### src/rtl/read_buffer_pkg.sv
// Shared types and helpers for the circular-buffer readout engine.
// Optional build macro used by the readout top: READ_BUFFER_INDEX_EN.
package read_buffer_pkg;

    // Readout sequencing states.
    typedef enum logic [1:0] {
        StIdle,
        StFetch,
        StDrain,
        StFinish
    } state_e;

    // Entries the output skid FIFO can hold. This also bounds the number of
    // reads in flight plus samples held.
    localparam int unsigned SkidDepth = 2;

    // Address increment that wraps explicitly at the buffer depth. This works for
    // depths that are not a power of two, without needing a modulo.
    function automatic int unsigned wrap_inc(input int unsigned addr,
                                             input int unsigned max_samples);
        return (addr == max_samples - 1) ? 0 : addr + 1;
    endfunction

endpackage

### src/rtl/read_buffer_skid.sv
// Two-entry fall-through valid/ready FIFO. When the FIFO is empty, incoming data
// bypasses straight to the output, so a sample can be consumed the same cycle it
// arrives. The producer only pushes when space is guaranteed.
module read_buffer_skid
    import read_buffer_pkg::*;
#(
    parameter int unsigned Width = 8
) (
    input  logic             clk_i,
    input  logic             rst_ni,
    input  logic             in_valid_i,
    input  logic [Width-1:0] in_data_i,
    output logic             out_valid_o,
    output logic [Width-1:0] out_data_o,
    input  logic             out_ready_i,
    output logic [1:0]       count_o
);

    logic [Width-1:0] mem_q [SkidDepth];
    logic             rd_ptr_q, rd_ptr_d;
    logic [1:0]       count_q, count_d;
    logic             wr_ptr;
    logic             empty;
    logic             push;
    logic             pop;

    // Head selection, bypass decision and occupancy bookkeeping.
    always_comb begin
        empty       = (count_q == 2'd0);
        out_valid_o = !empty || in_valid_i;
        if (!empty) begin
            out_data_o = mem_q[rd_ptr_q];
        end else if (in_valid_i) begin
            out_data_o = in_data_i;
        end else begin
            out_data_o = '0;
        end
        // Arriving data is stored unless it bypasses and is consumed immediately.
        push     = in_valid_i && !(empty && out_ready_i);
        pop      = out_ready_i && !empty;
        wr_ptr   = rd_ptr_q ^ count_q[0];
        rd_ptr_d = pop ? ~rd_ptr_q : rd_ptr_q;
        count_d  = count_q;
        case ({push, pop})
            2'b10:   count_d = count_q + 2'd1;
            2'b01:   count_d = count_q - 2'd1;
            default: count_d = count_q;
        endcase
    end

    // Storage and pointers; reset empties the FIFO.
    always_ff @(posedge clk_i) begin
        if (!rst_ni) begin
            rd_ptr_q <= 1'b0;
            count_q  <= 2'd0;
            for (int i = 0; i < SkidDepth; i++) begin
                mem_q[i] <= '0;
            end
        end else begin
            rd_ptr_q <= rd_ptr_d;
            count_q  <= count_d;
            if (push) begin
                mem_q[wr_ptr] <= in_data_i;
            end
        end
    end

    assign count_o = count_q;

endmodule

### src/rtl/read_buffer.sv
// Readout engine for the ADC sample circular buffer. On START it streams the
// last n samples before the frozen write pointer, oldest first, using a valid/ready
// interface. Memory read latency is one cycle. Reads are throttled so that reads
// in flight plus samples held in the skid FIFO never exceed the FIFO depth.
// Optional build macro: READ_BUFFER_INDEX_EN adds the SAMPLE_IDX output.
module read_buffer
    import read_buffer_pkg::*;
#(
    parameter int unsigned MAX_SAMPLES = 16,
    parameter int unsigned ADDR_BITS   = $clog2(MAX_SAMPLES),
    parameter int unsigned DWIDTH      = 14
) (
    input  logic                 CLOCK,
    input  logic                 RESET,
    input  logic                 START,
    input  logic [ADDR_BITS-1:0] WR_PTR,
    input  logic [ADDR_BITS:0]   NUM_SAMPLES,
    output logic                 MEM_RD_EN,
    output logic [ADDR_BITS-1:0] MEM_ADDR,
    input  logic [DWIDTH-1:0]    MEM_DATA,
    output logic [DWIDTH-1:0]    DATA_OUT,
    output logic                 VALID,
    input  logic                 READY,
    output logic                 LAST,
    output logic                 BUSY,
    output logic                 DONE
`ifdef READ_BUFFER_INDEX_EN
    ,
    output logic [ADDR_BITS-1:0] SAMPLE_IDX
`endif
);

    localparam int unsigned CntW = ADDR_BITS + 1;
    localparam int unsigned SumW = ADDR_BITS + 2;
`ifdef READ_BUFFER_INDEX_EN
    localparam int unsigned PayW = 1 + ADDR_BITS + DWIDTH;
`else
    localparam int unsigned PayW = 1 + DWIDTH;
`endif

    state_e               state_q, state_d;
    logic [ADDR_BITS-1:0] addr_q, addr_d;
    logic [CntW-1:0]      rd_left_q, rd_left_d;
    logic [CntW-1:0]      out_left_q, out_left_d;
    logic                 pend_q, pend_d;
    logic                 pend_last_q, pend_last_d;
`ifdef READ_BUFFER_INDEX_EN
    logic [ADDR_BITS-1:0] issue_idx_q, issue_idx_d;
    logic [ADDR_BITS-1:0] pend_idx_q, pend_idx_d;
`endif

    logic [CntW-1:0]      n_clamp;
    logic [SumW-1:0]      start_sum;
    logic [ADDR_BITS-1:0] start_addr;
    logic                 issue;
    logic                 accept;
    logic                 skid_valid;
    logic [1:0]           skid_count;
    logic [PayW-1:0]      skid_in;
    logic [PayW-1:0]      skid_out;

    // Clamp the requested count and locate the oldest requested sample.
    always_comb begin
        n_clamp = (NUM_SAMPLES > CntW'(MAX_SAMPLES)) ? CntW'(MAX_SAMPLES) : NUM_SAMPLES;
        start_sum = SumW'(WR_PTR) + SumW'(MAX_SAMPLES) - SumW'(n_clamp);
        if (start_sum >= SumW'(MAX_SAMPLES)) begin
            start_addr = ADDR_BITS'(start_sum - SumW'(MAX_SAMPLES));
        end else begin
            start_addr = ADDR_BITS'(start_sum);
        end
    end

    // A read may issue only when the returning sample is certain to find FIFO space.
    always_comb begin
        issue  = (state_q == StFetch) && ((32'(pend_q) + 32'(skid_count)) < SkidDepth);
        accept = skid_valid && READY;
    end

    // State register.
    always_ff @(posedge CLOCK) begin
        if (!RESET) begin
            state_q <= StIdle;
        end else begin
            state_q <= state_d;
        end
    end

    // Next-state logic.
    always_comb begin
        state_d = state_q;
        case (state_q)
            StIdle: begin
                if (START) begin
                    state_d = (n_clamp == '0) ? StFinish : StFetch;
                end
            end
            StFetch: begin
                if (issue && (rd_left_q == CntW'(1))) begin
                    state_d = StDrain;
                end
            end
            StDrain: begin
                if (accept && (out_left_q == CntW'(1))) begin
                    state_d = StFinish;
                end
            end
            StFinish: state_d = StIdle;
            default:  state_d = StIdle;
        endcase
    end

    // State-decoded outputs. BUSY is already low in the DONE cycle.
    always_comb begin
        BUSY      = (state_q == StFetch) || (state_q == StDrain);
        DONE      = (state_q == StFinish);
        MEM_RD_EN = issue;
        MEM_ADDR  = issue ? addr_q : '0;
    end

    // Datapath next state: address walk, read/accept countdowns, in-flight tag.
    always_comb begin
        addr_d      = addr_q;
        rd_left_d   = rd_left_q;
        out_left_d  = out_left_q;
        pend_d      = issue;
        pend_last_d = issue && (rd_left_q == CntW'(1));
`ifdef READ_BUFFER_INDEX_EN
        issue_idx_d = issue_idx_q;
        pend_idx_d  = issue_idx_q;
`endif
        if ((state_q == StIdle) && START && (n_clamp != '0)) begin
            addr_d     = start_addr;
            rd_left_d  = n_clamp;
            out_left_d = n_clamp;
`ifdef READ_BUFFER_INDEX_EN
            issue_idx_d = '0;
`endif
        end
        if (issue) begin
            addr_d    = ADDR_BITS'(wrap_inc(32'(addr_q), MAX_SAMPLES));
            rd_left_d = rd_left_q - CntW'(1);
`ifdef READ_BUFFER_INDEX_EN
            issue_idx_d = issue_idx_q + ADDR_BITS'(1);
`endif
        end
        if (accept && (out_left_q != '0)) begin
            out_left_d = out_left_q - CntW'(1);
        end
    end

    // Datapath registers; reset clears all pointers, counters and in-flight tags.
    always_ff @(posedge CLOCK) begin
        if (!RESET) begin
            addr_q      <= '0;
            rd_left_q   <= '0;
            out_left_q  <= '0;
            pend_q      <= 1'b0;
            pend_last_q <= 1'b0;
`ifdef READ_BUFFER_INDEX_EN
            issue_idx_q <= '0;
            pend_idx_q  <= '0;
`endif
        end else begin
            addr_q      <= addr_d;
            rd_left_q   <= rd_left_d;
            out_left_q  <= out_left_d;
            pend_q      <= pend_d;
            pend_last_q <= pend_last_d;
`ifdef READ_BUFFER_INDEX_EN
            issue_idx_q <= issue_idx_d;
            pend_idx_q  <= pend_idx_d;
`endif
        end
    end

    // Returning sample with its sideband tags, packed for the skid FIFO.
    always_comb begin
`ifdef READ_BUFFER_INDEX_EN
        skid_in = {pend_last_q, pend_idx_q, MEM_DATA};
`else
        skid_in = {pend_last_q, MEM_DATA};
`endif
    end

    read_buffer_skid #(
        .Width (PayW)
    ) u_skid (
        .clk_i       (CLOCK),
        .rst_ni      (RESET),
        .in_valid_i  (pend_q),
        .in_data_i   (skid_in),
        .out_valid_o (skid_valid),
        .out_data_o  (skid_out),
        .out_ready_i (READY),
        .count_o     (skid_count)
    );

    // Unpack the FIFO head onto the stream. Fields read zero when the FIFO is empty.
    always_comb begin
        VALID    = skid_valid;
        DATA_OUT = skid_out[DWIDTH-1:0];
        LAST     = skid_out[PayW-1];
`ifdef READ_BUFFER_INDEX_EN
        SAMPLE_IDX = skid_out[DWIDTH +: ADDR_BITS];
`endif
    end

endmodule

### config.mk
export PLATFORM = sky130hd
export DESIGN_NAME = read_buffer
export DESIGN_NICKNAME = d
export VERILOG_FILES = /design/src/rtl/read_buffer_pkg.sv /design/src/rtl/read_buffer_skid.sv /design/src/rtl/read_buffer.sv
export SDC_FILE = /design/constraint.sdc
export NUM_CORES = 1
export LEC_CHECK = 0
export BUFFER_PORTS_ARGS = -buffer_cell sky130_fd_sc_hd__buf_2
export CAP_MARGIN = 20
export CORE_MARGIN = 5
export CORE_UTILIZATION = 30
export CTS_CLUSTER_DIAMETER = 150
export DETAILED_ROUTE_END_ITERATION = 10
export GPL_TIMING_DRIVEN = 0
export HOLD_SLACK_MARGIN = 0.03
export PLACE_DENSITY_LB_ADDON = 0.25
export RECOVER_POWER = 100
export SKIP_LAST_GASP = 1
export SLEW_MARGIN = 20
export SYNTH_ARGS = -nofsm -noshare
export SYNTH_HDL_FRONTEND = slang
export SYNTH_SLANG_ARGS = --single-unit
### constraint.sdc
create_clock -name CLOCK -period 2.6 [get_ports CLOCK]
set_input_delay 0.13 -clock CLOCK [delete_from_list [all_inputs] [get_ports CLOCK]]
set_output_delay 0.13 -clock CLOCK [all_outputs]
set_load 0.01 [all_outputs]
# == Word-level counts from Yosys, hierarchy flattened ==
# Memories as Yosys holds them, arrays and structs flattened. A register that Yosys moved wholly into a read port is not among the register bits.
# Index checks and enable logic that the tools add are counted.
# totals
ff_bits,21
latch_bits,0
ramBits,30
rom_bits,0
out_inout_bits,23
word_cells,84
mem_count,1
# op_classes
n_addsub,9
n_mul,0
n_div,0
magnitude_cmp,3
n_eq_ne,11
n_shift,0
n_mux,26
n_bitwise,2
n_reduce_logical,24
# memory_table
memory,depth,width,read_ports,rd_clocked_by_memory_dff,wr,line,source
u_skid.mem_q,2,15,1,1,2,read_buffer_skid.sv:19,logic [Width-1:0] mem_q [SkidDepth];
# op_table
cell,count
two-way mux 15 bit,3
two-way mux 4 bit,5
two-way mux 5 bit,4
OR reduction 15 bit,1
"equality test 5 x 1 -> 1 bit, second input constant",2
logical AND 1 bit,10
nonzero test 5 bit,2
"subtractor 5 x 1 -> 5 bit, second input constant",2
two-way mux 1 bit,8
two-way mux 2 bit,4
one-hot mux 2 bit (4 select lines),1
"adder 4 x 5 -> 6 bit, second input constant",1
"equality test 2 bit, second input constant",3
">= comparator 6 x 5 -> 1 bit, second input constant",1
"inequality test 2 bit, second input constant",3
nonzero test 2 bit,3
subtractor 6 x 5 -> 6 bit,1
"greater-than comparator 5 bit, second input constant",1
logical NOT 5 bit,1
"adder 4 x 1 -> 4 bit, second input constant",1
"equality test 2 x 1 -> 1 bit, second input constant",2
"equality test 4 bit, second input constant",1
logical NOT 2 bit,2
one-hot mux 2 bit (2 select lines),1
10 further kinds,12

# == Logic depth before layout (Yosys ltp) ==
# Gate-level depths: netlist of run 1.
# logic_depth
depth_word,9
depth_mapped,9
ltp_nobuf,8

# == Hierarchy ==
# From an unflattened synthesis of run 1, not the netlist that was laid out.
# hier_totals
cells_unflattened,318
area_unflattened_um2,2975.4
# by_module_without_submodules
mod,n_inst,cells_each,area_per_inst_um2
read_buffer_skid,1,163,1709.1
read_buffer,1,155,1266.2

# == Worst setup path after synthesis of run 1 ==
# OpenSTA, ideal clock, no wires.
# synth_path
kind,register -> register
from,register u_skid.count_q[0] (netlist: u_skid.count_o[0])
to,register u_skid.count_q[1] (netlist: u_skid.count_o[1])
setup_time_ns,0.070
arrival_time_ns,1.765
path_slack_ns,0.764
stages_incl_launch_ff,9
n_path_buf,2
period_less_slack_ns,1.836
path_cell_list,dfxtp_1 > buf_2 > nor2_1 > clkbuf_1 > nand2_1 > nand2_1 > ha_1 > or3_1 > a21oi_1
# synth_between
elab_chain_cells,6
word_cells_on_any_way,12
classes_between,add/sub: 2; eq/ne: 2; mux: 1; reduce/logical: 7
# synth_lines
element,line,source
start: declaration,read_buffer_skid.sv:21,"logic [1:0] count_q, count_d;"
start signal: assignment,read_buffer_skid.sv:61,count_q <= count_d;
logical NOT 2 bit,read_buffer_skid.sv:29,empty = (count_q == 2'd0);
logical AND 1 bit,read_buffer_skid.sv:39,push = in_valid_i && !(empty && out_ready_i);
logical NOT 1 bit,read_buffer_skid.sv:39,
logical AND 1 bit,read_buffer_skid.sv:39,
equality test 2 x 1 -> 1 bit / equality test 2 bit (equally long branches),read_buffer_skid.sv:44,"case ({push, pop})"
one-hot mux 2 bit (2 select lines) / nonzero test 2 bit (equally long branches),-,
# Several ways; a longest one is shown, not always the timed one.
# A chain may end at the register's enable or synchronous reset.

# == Worst setup path in the final report of run 1 ==
# layout_path
from,register state_q[1]
to,output port MEM_RD_EN
# layout_between
elab_chain_cells,2
# layout_lines
element,line,source
start: declaration,read_buffer.sv:41,"state_e state_q, state_d;"
start signal: assignment,read_buffer.sv:82,state_q <= StIdle;
start signal: assignment,read_buffer.sv:84,state_q <= state_d;
equality test 2 x 1 -> 1 bit,read_buffer.sv:75,issue = (state_q == StFetch) && ((32'(pend_q) + 32'(skid_count)) < SkidDepth);
logical AND 1 bit,read_buffer.sv:75,
end: declaration,read_buffer.sv:18,"output logic MEM_RD_EN,"
# Every way passes these cells.

==> results.md, run 1 <==
- The number of I/O pins is 50.
- In this run, synthesis produced a sequential element count of 52.
- The worst hold path stage count is 2.
- For hold timing, the worst endpoint is u_skid.mem_q[0][7].
- Clock tree synthesis selected as its root buffer the cell clkbuf_8.
- For this run, design rule violations remaining after detail routing come to 0.
- The number of rows in the core area is 36.
- The worst pin sits at a relative slew slack of 46.8%.
- The worst hold path belongs to the class in2reg.
- A synthesized cell averages 9.79 sq um.
- Synthesis instantiated 39 different standard cells from the library.
- Once placement completed, the tool counted placed cells totaling 481.
- The layout has 1,034 filler cells.
- The count of buffers added on input and output ports is 49.
- The final hold violation count is 0.
- The transition time at the pin with the least slew margin is 799 ps.
- Along the worst path, the maximum fanout reaches 10.
- The number of detailed-route iterations in the first pass is 4.
- Summing all flip-flop and latch instances after layout gives 1340 sq um.
- Across every metal layer, demand over resource in global routing totals 12.0%.
- The element type at the critical path end is an output port.
- Setup total negative slack on the finished layout was measured at 0 ps.
- The flow ran to the end, and the final reports show no timing, DRC or antenna violations.
- The violation count after the first detailed-route iteration is 85.
- The worst register-to-register path ends at u_skid.mem_q[1][11].
- The number of antenna-violating nets in the routed design is 0.
- The analysis attributes to cell leakage a power of 0.00128 uW.
- At the worst endpoint, the arrival time is 2150 ps.
- The number of buffers inserted during clock tree synthesis is 5.
- The wire length of the first global-routing pass is 11,300 microns.
- Across the VDD grid, the largest voltage drop is 0.000367 V.
- Timing would allow up to 0.439 GHz.
- The worst register-to-register path has a setup slack of 390 ps.
- The worst-case reg-to-reg path depth is 5.
- The share of synthesized flip-flops with an asynchronous set or reset is 0%.
- In this run the vertical extent of the chip is 109 microns.
- The final layout contains 398 nets.
- The number of antenna diodes in the final layout is 0.
- Of all cell types, the one taking the most synthesized area is edfxtp_1.
- For the worst setup path, the data required time is 2470 ps.
- In this run the most critical hold path is launched from MEM_DATA[7].
- At the end of routability-driven placement, the weighted congestion stood at 0.746.
- The most common cell in the netlist is and2_1.
- The average wire per standard cell is 14.2 microns.
- The clock tree from TritonCTS is yes.
- Cells with a size suffix above 1 make up 11.2% of the layout.
- Max-cap violations in this run came to 0.
- Across all hold checks on the routed design, the worst slack comes to 124 ps.
- The net count after synthesis is 342.
- The routed via count is 2,361.
- The HPWL after detailed placement is 5000 microns.
- Entering global routing, the biggest net connects 17 pins.
- The fraction of post-synthesis cell area in the top cell type by area is 30.8%.
- The number of setup violations in the final report is 0.
- The layout overhead on the synthesized area is 16.8%.
- Summing every instance area after synthesis gives 2930 sq um.
- Yosys mapped a number of flops with a built-in enable equal to 30.
- In this run, post-CTS repair resized a total of 0 instances.
- Clock tree synthesis found a total of 52 sinks.
- The clock insertion delay at the later pin of the skew report is 300 ps.
- The buffer levels on the longest clock path is 2.
- Dividing the final minimum period by the clock period gives 87.7%.
- The total area of multi-input combinational cells is 1480 sq um.
- The die extent in x is 109 microns.
- Using the TritonRoute via totals, the vias-per-cell ratio works out to 4.83.
- Ranked by total cell area, the synthesized netlist is headed by edfxtp_1 31%, dfxtp_1 15%, and2_1 6.8%, ha_1 6.4%, mux2i_1 5.1%.
- The critical path in this run is classified as reg2out.
- The max-slew violation total from the final report is 0.
- The clock-pin slew reported for the worst setup and hold paths after clock tree synthesis is 100 ps.
- For this configuration, the core starts out at a cell density of 30.4%.
- The number of buffers inserted for hold repair after clock tree synthesis is 0.
- The startpoint identified for the worst register-to-register timing path is u_skid.count_o[0].
- The core region area is 9640 sq um.
- For this run, the slowest stage of the critical path takes 400 ps.
- The post-CTS setup-driven buffer insertion count is 0.
- During synthesis, Yosys emitted a total of 0 warnings.
- The floorplan die area is 11,800 sq um.
- The number of cells in the finished layout apart from fillers is 489.
- Setup repair after global routing left no endpoint under its margin.
- The number of H-tree branching levels is 2.
- The most used flip-flop cell after synthesis is edfxtp_1.
- The clock arrives with 9.66 ps of skew.
- Traced cell by cell, the critical path runs through inv_1, ha_1, nor2b_1, nand2_1, inv_1, clkbuf_1, clkbuf_1.
- The power per unit of standard cell area is 897 nW/um^2.
- The sort of element at the start of the critical path is a flop.
- Among all stages on the critical path, the largest delay is contributed by clkbuf_1.
- For this block, the routed nets add up to 6940 microns of wire.
- For the finished layout, the period the worst path requires is 2280 ps.
- Summed over all layers, the global routing overflow is 0.
- The sequential element share of the synthesized area is 45.8%.
- The number of antenna violations at the first check in global routing was 0.
- Sorting the synthesized cells by how often they occur yields 32 x and2_1, 30 x edfxtp_1, 26 x o21ai_0, 22 x dfxtp_1, 20 x nand3_1.
- The number of global-route vias before repair is 2,350.
- The cell count after synthesis is 299.
where the power goes:
part / total [uW] / leakage (uW) / switching, uW / internal, uW
logic: 1360 / 0.000730 / 842 / 519
clock network: 564 / 0.0000558 / 273 / 291
registers: 1140 / 0.000491 / 117 / 1030
total: 3070 / 0.00128 / 1230 / 1840
layer usage:
layer  vias up  wire length (microns)  track usage, %
met3        10                    475            2.72
met2        69                   3160            19.7
met4         0                     88            3.43
met1      1102                   3220            16.0
li1       1180                      -               -
met5         -                      0               0
layout make-up:
cell class                 instances  share of cell area [%]
buffer                            14                    1.65
clock buffer                       6                    2.12
clock inverter                     2                    1.13
inverter                          13                    1.43
multi-input combinational        220                    43.2
sequential                        52                    39.2
tap                              133                    4.87
timing repair buffer              49                    6.33
cell families after synthesis:
group	synth area share (%)
AOI/OAI and AO/OA	13.6
and+or+nand+nor	22.0
buffers and inverters	3.63
muxes	5.13
DFF	45.8
xor gates and xnor gates	2.69
adders and majority gates	7.10
flip-flops by register name, indices dropped and copies added (netlist names), named ones only:
register,count
pend_q,1
addr_q,4
pend_last_q,1
out_left_q,5
state_q,2
u_skid.count_o,2
rd_left_q,5
u_skid.mem_q,30
u_skid.rd_ptr_q,1
per-stage QoR:
| step | power [uW] | cell area (sq um) | worst slack [ps] | util, % |
|---|---|---|---|---|
| floorplan | 2130 | 2930 | 764 | - |
| global placement | 2550 | 3340 | 340 | 34.6 |
| detailed placement | 2550 | 3340 | 356 | 34.6 |
| CTS | 3130 | 3450 | 345 | 35.8 |
| global route | 3320 | 3420 | 132 | 35.5 |
| finish | 3070 | 3420 | 320 | 35.5 |
cells in the final DEF, fill, tap and decap left out, types with 11 or more instances in the layout:
master    instances
o21ai_0          26
buf_2            29
clkbuf_1         33
edfxtp_1         30
ha_1             15
mux2i_1          15
dfxtp_1          22
and2_1           14
nand3_1          20
inv_1            13
a21oi_1          11
nor2_1           16
nand2_1          12
and2_0           18
worst max path at each step:
stage	start	to	slack (ps)	depth (start not counted)
2_1_floorplan	u_skid.count_o[0]	u_skid.count_o[1]	760	8
3_3_place_gp	u_skid.count_o[0]	u_skid.mem_q[1][6]	340	5
3_5_place_dp	u_skid.count_o[0]	u_skid.mem_q[1][5]	360	5
4_1_cts	u_skid.count_o[0]	u_skid.mem_q[1][11]	340	5
5_1_grt	state_q[1]	MEM_RD_EN	130	7
6_report	state_q[1]	MEM_RD_EN	320	7
critical path, delay by kind of cell, from the launching register on:
family,cells,cell delay [ps]
fa+ha+maj,1,190
simple gates,2,470
buf+inv,4,850
flops,1,340
(Power assumes the default switching activity.)
==> inputs of run 2 (changes only) <==
--- a/config.mk
+++ b/config.mk
@@ -9,7 +9,7 @@
 export CAP_MARGIN = 20
 export CORE_MARGIN = 5
 export CORE_UTILIZATION = 30
-export CTS_CLUSTER_DIAMETER = 150
+export CTS_BUF_LIST = sky130_fd_sc_hd__clkbuf_4 sky130_fd_sc_hd__clkbuf_8
 export DETAILED_ROUTE_END_ITERATION = 10
 export GPL_TIMING_DRIVEN = 0
 export HOLD_SLACK_MARGIN = 0.03
==> run 2 against run 1 <==
  * Die area did not move
  * Sequential cell count did not move
  * Combinational power barely moved
  * Final cell count did not move
  * Maximum frequency did not move
  * Register-to-register slack barely moved
  * Routed wire length barely moved
  * First-iteration DRC count did not move
  * Largest power group unchanged
  * Highest routed layer unchanged
==> results.md, run 2 (same netlist as run 1, synthesis figures left out) <==
- The biggest fanout along the worst timing path is 10.
- In this run the worst setup path begins at state_q[1].
- The flow ran to the end, and the final reports show no timing, DRC or antenna violations.
- Measured against its own limit, the worst slew margin works out to 46.8%.
- The number of antenna violations at the first check in global routing was 0.
- In the routed layout, each cell is associated on average with a via count of 4.83.
- The worst endpoint required time is 2470 ps.
- The final hold violation count is 0.
- In this run the count of I/O pins placed on the die edge is 50.
- Entering global routing, the biggest net connects 17 pins.
- After clock tree synthesis, the setup repair step added 0 buffers.
- Across the whole layout, storage elements account for 1340 sq um.
- The number of rows in the core area is 36.
- In the layout the commonest cells are 32 x clkbuf_1, 30 x edfxtp_1, 29 x buf_2, 26 x o21ai_0, 22 x dfxtp_1.
- After floorplanning, the core was sized to cover 9640 sq um.
- In this run the critical register-to-register path is launched from u_skid.count_o[0].
- The worst register-to-register path has a depth of 5.
- The number of setup violations in the final report is 0.
- The die covers 11,800 sq um.
- The final estimated routing congestion in global placement is 0.746.
- Counting buffers and inverters, the worst setup path is 7 cells deep.
- The element type at the critical path end is an output port.
- The total power is 3080 uW.
- In this design, the stage delay of the slowest critical-path cell is 400 ps.
- The data arrival time of the critical path is 2150 ps.
- The commonest non-fill, non-tap cell in the layout is clkbuf_1.
- The net count of the finished layout is 398.
- Counting every sink on the clock net gives 52.
- Global routing used 12.0% of the available tracks.
- The final period demand of the worst path is 2280 ps.
- The total area of multi-input combinational cells is 1480 sq um.
- The number of buffers inserted during clock tree synthesis is 5.
- The type of the tightest min-delay check is in2reg.
- The final critical path takes up 87.7% of the cycle.
- The power per unit of standard cell area is 899 nW/um^2.
- The filler cell count is 1,035.
- The leakage component of the power is 0.00128 uW.
- The sum of negative setup slack is 0 ps.
- For this configuration, the core starts out at a cell density of 30.4%.
- The worst hold path passes through 2 cells.
- The fraction of layout cells with a size suffix above 1 is 11.5%.
- After clock tree synthesis, the clock-pin slew on the worst setup and hold paths is 100 ps.
- The peak ir drop on the vdd network is 0.000367 V.
- The first TritonRoute pass finished after 4 iterations.
- STA classifies the critical path startpoint as a flop.
- The layout overhead on the synthesized area is 17.0%.
- The buffer levels on the longest clock path is 2.
- The first routing iteration left 85 violations.
- The average wire per standard cell is 14.2 microns.
- The floorplan die height is 109 microns.
- The clock insertion delay at the later pin of the skew report is 300 ps.
- The path type of the worst setup path is reg2out.
- The clock tree from TritonCTS is yes.
- Among cell families on the critical path, the largest total delay comes from buffers and inverters.
- The largest registers in the layout are u_skid.mem_q: 30 flops, out_left_q: 5 flops, rd_left_q: 5 flops.
- Static timing analysis puts the maximum clock frequency at 0.439 GHz.
- Counting tap cells, the placed design contains a total of 481 instances.
- The number of antenna diodes in the final layout is 0.
- Setup repair after global routing left no endpoint under its margin.
- The critical path goes through inv_1, ha_1, nor2b_1, nand2_1, inv_1, clkbuf_1, clkbuf_1.
- The cell with the biggest individual delay on the critical path is clkbuf_1.
- The number of global-route vias before repair is 2,350.
- The routed via count is 2,361.
- The placement-stage worst setup slack is 356 ps.
- For the final database, setup skew stands at 9.66 ps.
- The count of cells resized by post-cts repair is 0.
- The number of antenna-violating nets in the routed design is 0.
- Across all setup checks in the final design, the least slack found is 320 ps.
- In this run the horizontal extent of the chip is 109 microns.
- The number of H-tree branching levels is 2.
- For this design, the CTS-stage hold fixing added 0 buffers.
- Summed over all layers, the global routing overflow is 0.
- Counting flops per register, the top entry is u_skid.mem_q.
- For this run, design rule violations remaining after detail routing come to 0.
- The half-perimeter wire length after detailed placement is 5000 microns.
- The number of flip-flops in the largest register is 30.
- In this run the tool buffered the top-level ports with 49 buffer cells.
- The worst hold path begins at MEM_DATA[7].
- The sum of routed wire length over all layers is 6940 microns.
- The finished layout holds 489 standard cells, fillers aside.
- Counting both buffers and inverters, the worst setup path holds a total of 4.
- The first global-routing pass estimated 11,300 microns of wire.
- For the pin with the worst max-slew slack, the measured transition is 799 ps.
- Max-cap violations in this run came to 0.
- The max-slew violation total from the final report is 0.
- The tree is rooted in a clkbuf_8.
-- run 2: cell counts in the layout (fill, tap and decap cells not counted) --
Identical to the previous run, type by type.
-- run 2: routing by layer --
layer,share of wire (%),up-vias,global-route usage (%)
met5,0,-,0
met4,1.3,0,3.43
met3,6.8,10,2.72
met2,46,69,19.7
met1,46,1102,16.0
li1,-,1180,-
-- run 2: area by class of cell --
type,instances,area share [%]
Tap cell,133,4.86
Inverter,13,1.43
Multi-Input combinational cell,220,43.2
Sequential cell,52,39.2
Buffer,14,1.64
Clock inverter,2,1.13
Clock buffer,6,2.23
Timing Repair Buffer,49,6.32
-- run 2: stage by stage --
step                instance area [sq um]  hold WS (ps)  util (%)
finish                               3420           124      35.5
global route                         3420           125      35.5
CTS                                  3450           118      35.8
detailed placement                   3340           439      34.6
global placement                     3340           436      34.6
floorplan                            2930           328         -
-- run 2: final timing paths --
path	end	slack, ps
min reg2reg	rd_left_q[2]	500
max reg2reg	u_skid.mem_q[1][11]	390
max	MEM_RD_EN	320
min	u_skid.mem_q[0][7]	120
-- run 2: where the power goes --
part	internal [uW]	switching, uW
clock	302	273
sequential	1030	117
combinational	519	842
total	1850	1230
==> inputs of run 3 (changes only) <==
--- a/config.mk
+++ b/config.mk
@@ -5,12 +5,13 @@
 export SDC_FILE = /design/constraint.sdc
 export NUM_CORES = 1
 export LEC_CHECK = 0
-export BUFFER_PORTS_ARGS = -buffer_cell sky130_fd_sc_hd__buf_2
 export CAP_MARGIN = 20
 export CORE_MARGIN = 5
 export CORE_UTILIZATION = 30
 export CTS_BUF_LIST = sky130_fd_sc_hd__clkbuf_4 sky130_fd_sc_hd__clkbuf_8
 export DETAILED_ROUTE_END_ITERATION = 10
+export DONT_BUFFER_PORTS = 1
+export GPL_ROUTABILITY_DRIVEN = 0
 export GPL_TIMING_DRIVEN = 0
 export HOLD_SLACK_MARGIN = 0.03
 export PLACE_DENSITY_LB_ADDON = 0.25
==> run 3 against run 2 <==
  * Count of clock-buffer cells in the layout down 1
  * Die area unchanged
  * Largest power group unchanged
  * Critical path type is now reg2reg
  * Critical endpoint is now u_skid.count_o[1]
  * Final cell count down 7.0%
  * Sequential power about the same
==> results.md, run 3 (same netlist as run 1, synthesis figures left out) <==
- Once the floorplan was initialized, standard cells occupied 30.4% of the core.
- The area growth from synthesis to layout is 14.0%.
- After detailed placement, the total cell area comes to 3090 sq um.
- The fraction of layout cells with a size suffix above 1 is 4.66%.
- The final worst-path cycle share is 85.1%.
- The worst endpoint required time is 2840 ps.
- The cell with the biggest individual delay on the critical path is clkbuf_1.
- The sum of routed wire length over all layers is 7170 microns.
- The final period demand of the worst path is 2210 ps.
- The buffer levels on the longest clock path is 2.
- Buffers placed on the I/O ports in this run total 0.
- Once layout is complete, the cells apart from fillers number 455.
- After detailed routing, the number of vias per cell comes to 4.92.
- Setup repair after global routing left no endpoint under its margin.
- u_skid.mem_q holds more flip-flops than any other register.
- The worst pin sits at a relative slew slack of 47.6%.
- Clock-pin slew was measured on the worst setup and hold paths at 110 ps.
- Across the VDD grid, the largest voltage drop is 0.000405 V.
- The total power is 2920 uW.
- The largest registers in the layout are u_skid.mem_q: 30 flops, out_left_q: 5 flops, rd_left_q: 5 flops.
- Global routing used 12.2% of the available tracks across all layers.
- For the worst setup path, the data arrival time is 2450 ps.
- After routing the design area is 3340 sq um.
- The filler cell count is 1,041.
- Max-cap violations in this run came to 0.
- The number of buffers inserted during clock tree synthesis is 5.
- The count of clock tree sinks is 52.
- After detailed placement, the design holds a cell count of 432.
- STA classifies the critical path startpoint as a flop.
- The number of nets in the layout is 364.
- The core region area is 9640 sq um.
- The wire length of the first global-routing pass is 11,200 microns.
- The post-CTS setup-driven buffer insertion count is 0.
- Entering global routing, the biggest net connects 19 pins.
- Walking the worst path, the cells encountered are buf_2, nor2_1, clkbuf_1, nand2_1, nand2_1, ha_1, or3_1, a21oi_1.
- The clock tree from TritonCTS is yes.
- The tightest min-delay check is of the in2reg type.
- After detailed routing, the average wire length per cell comes to 15.8 microns.
- The final antenna diode count is 0.
- The HPWL after detailed placement is 4980 microns.
- The element type at the critical path end is a flop.
- The largest single stage delay on the critical path is 400 ps.
- The final setup skew is 10.6 ps.
- The biggest fanout along the worst timing path is 10.
- The final hold violation count came to 0.
- The root cell of the clock tree is clkbuf_8.
- The initialized floorplan defines 36 standard-cell rows.
- The number of detailed-route iterations in the first pass is 4.
- In the routed design, unresolved DRC markers number 0.
- After the first detailed-routing iteration, the DRC count stood at 104.
- The floorplan die area is 11,800 sq um.
- The later pin in the worst-skew pair is clocked with a latency of 300 ps.
- In this run the count of I/O pins placed on the die edge is 50.
- The analysis attributes to cell leakage a power of 0.00120 uW.
- Leaving out fill and tap cells, the most frequent cell in the layout is edfxtp_1.
- The die extent in x is 109 microns.
- The most frequent cell on the critical path is nand2_1.
- The number of H-tree branching levels is 2.
- The sum of negative setup slack is 0 ps.
- The register with the most flip-flops in the layout has 30 of them.
- Measured along the y axis, the die boundary spans 109 microns.
- The transition time at the pin with the least slew margin is 786 ps.
- The sum of overflow across all layers after global routing is 0.
- The number of antenna violations at the first check in global routing is 0.
- The flow ran to the end, and the final reports show no timing, DRC or antenna violations.
- For this design the ratio of total power to cell area is 876 nW/um^2.
- The path type of the worst setup path is reg2reg.
- The routed layout has 2,237 vias.
- The top cell types in the final layout, fill and taps aside, are 30 x edfxtp_1, 26 x o21ai_0, 22 x dfxtp_1, 20 x nand3_1, 19 x and2_0.
- The max-slew violation total from the final report is 0.
- Setup violations remaining at the end of the flow were counted as 0.
- In this run the remaining antenna-violating nets after routing total 0.
- The number of global-route vias before repair was 2,347.
- The timing-limited maximum frequency is 0.452 GHz.
[run 3: cell count changes in the layout (fill, tap and decap cells not counted)]
cell           previous run  this run
clkbuf_1                 32         9
clkbuf_4                  1         0
bufinv_16                 1         0
clkinvlp_4                0         2
inv_8                     0         1
buf_2                    29         3
and2_0                   18        19
inv_6                     1         0
and2_1                   14        13
dlygate4sd3_1             0        15
[run 3: worst max-delay path: cells and delay by family (launching register included)]
| kind | cells | cell delay, ps |
|---|---|---|
| AND/OR/NAND/NOR | 4 | 840 |
| buffers and inverters | 2 | 580 |
| flip-flops | 1 | 320 |
| adder cells (fa/ha/maj) | 1 | 260 |
| AO/OA/AOI/OAI | 1 | 140 |
[run 3: layout make-up]
cell class | instances | area, sq um | share of cell area (%)
inverter | 13 | 48.8 | 1.46
tap | 133 | 166 | 4.99
clock buffer | 5 | 68.8 | 2.06
timing repair buffer | 15 | 150 | 4.50
sequential | 52 | 1340 | 40.2
clock inverter | 3 | 26.3 | 0.787
multi-input combinational | 220 | 1480 | 44.3
buffer | 14 | 56.3 | 1.69
[run 3: path summary, 6_finish.rpt]
path | start | end | slack (ps) | depth (start not counted)
max | u_skid.count_o[0] | u_skid.count_o[1] | 390 | 8
min | NUM_SAMPLES[4] | state_q[1] | 50 | 2
max reg2reg | u_skid.count_o[0] | u_skid.count_o[1] | 390 | 8
min reg2reg | rd_left_q[2] | rd_left_q[2] | 510 | 2
[run 3: where the power goes]
part	leakage (uW)	internal, uW	switching, uW
logic	0.000663	478	807
clock network	0.0000423	197	297
registers	0.000491	1030	120
[run 3: metrics by stage]
step / hold WS [ps] / utilization [%] / worst slack [ps]
5_1_grt: 72.2 / 34.6 / 160
6_report: 48.8 / 34.6 / 387
4_1_cts: 35.8 / 34.5 / 332
3_5_place_dp: 332 / 32.1 / 350
2_1_floorplan: 328 / - / 764
3_3_place_gp: 328 / 32.1 / 365
[run 3: what timing repair did]
action	in CTS	in global routing
gates resized for setup	0	0
hold endpoints to repair	27	1
hold buffers	14	1
endpoints found under the setup margin	0	0
[run 3: routing by layer]
layer	track usage (%)	vias up	part of all wire [%]
li1	-	1112	-
met1	15.5	1050	46
met2	20.5	70	46
met3	3.20	5	7.1
met4	3.07	0	0.86
met5	0	-	0
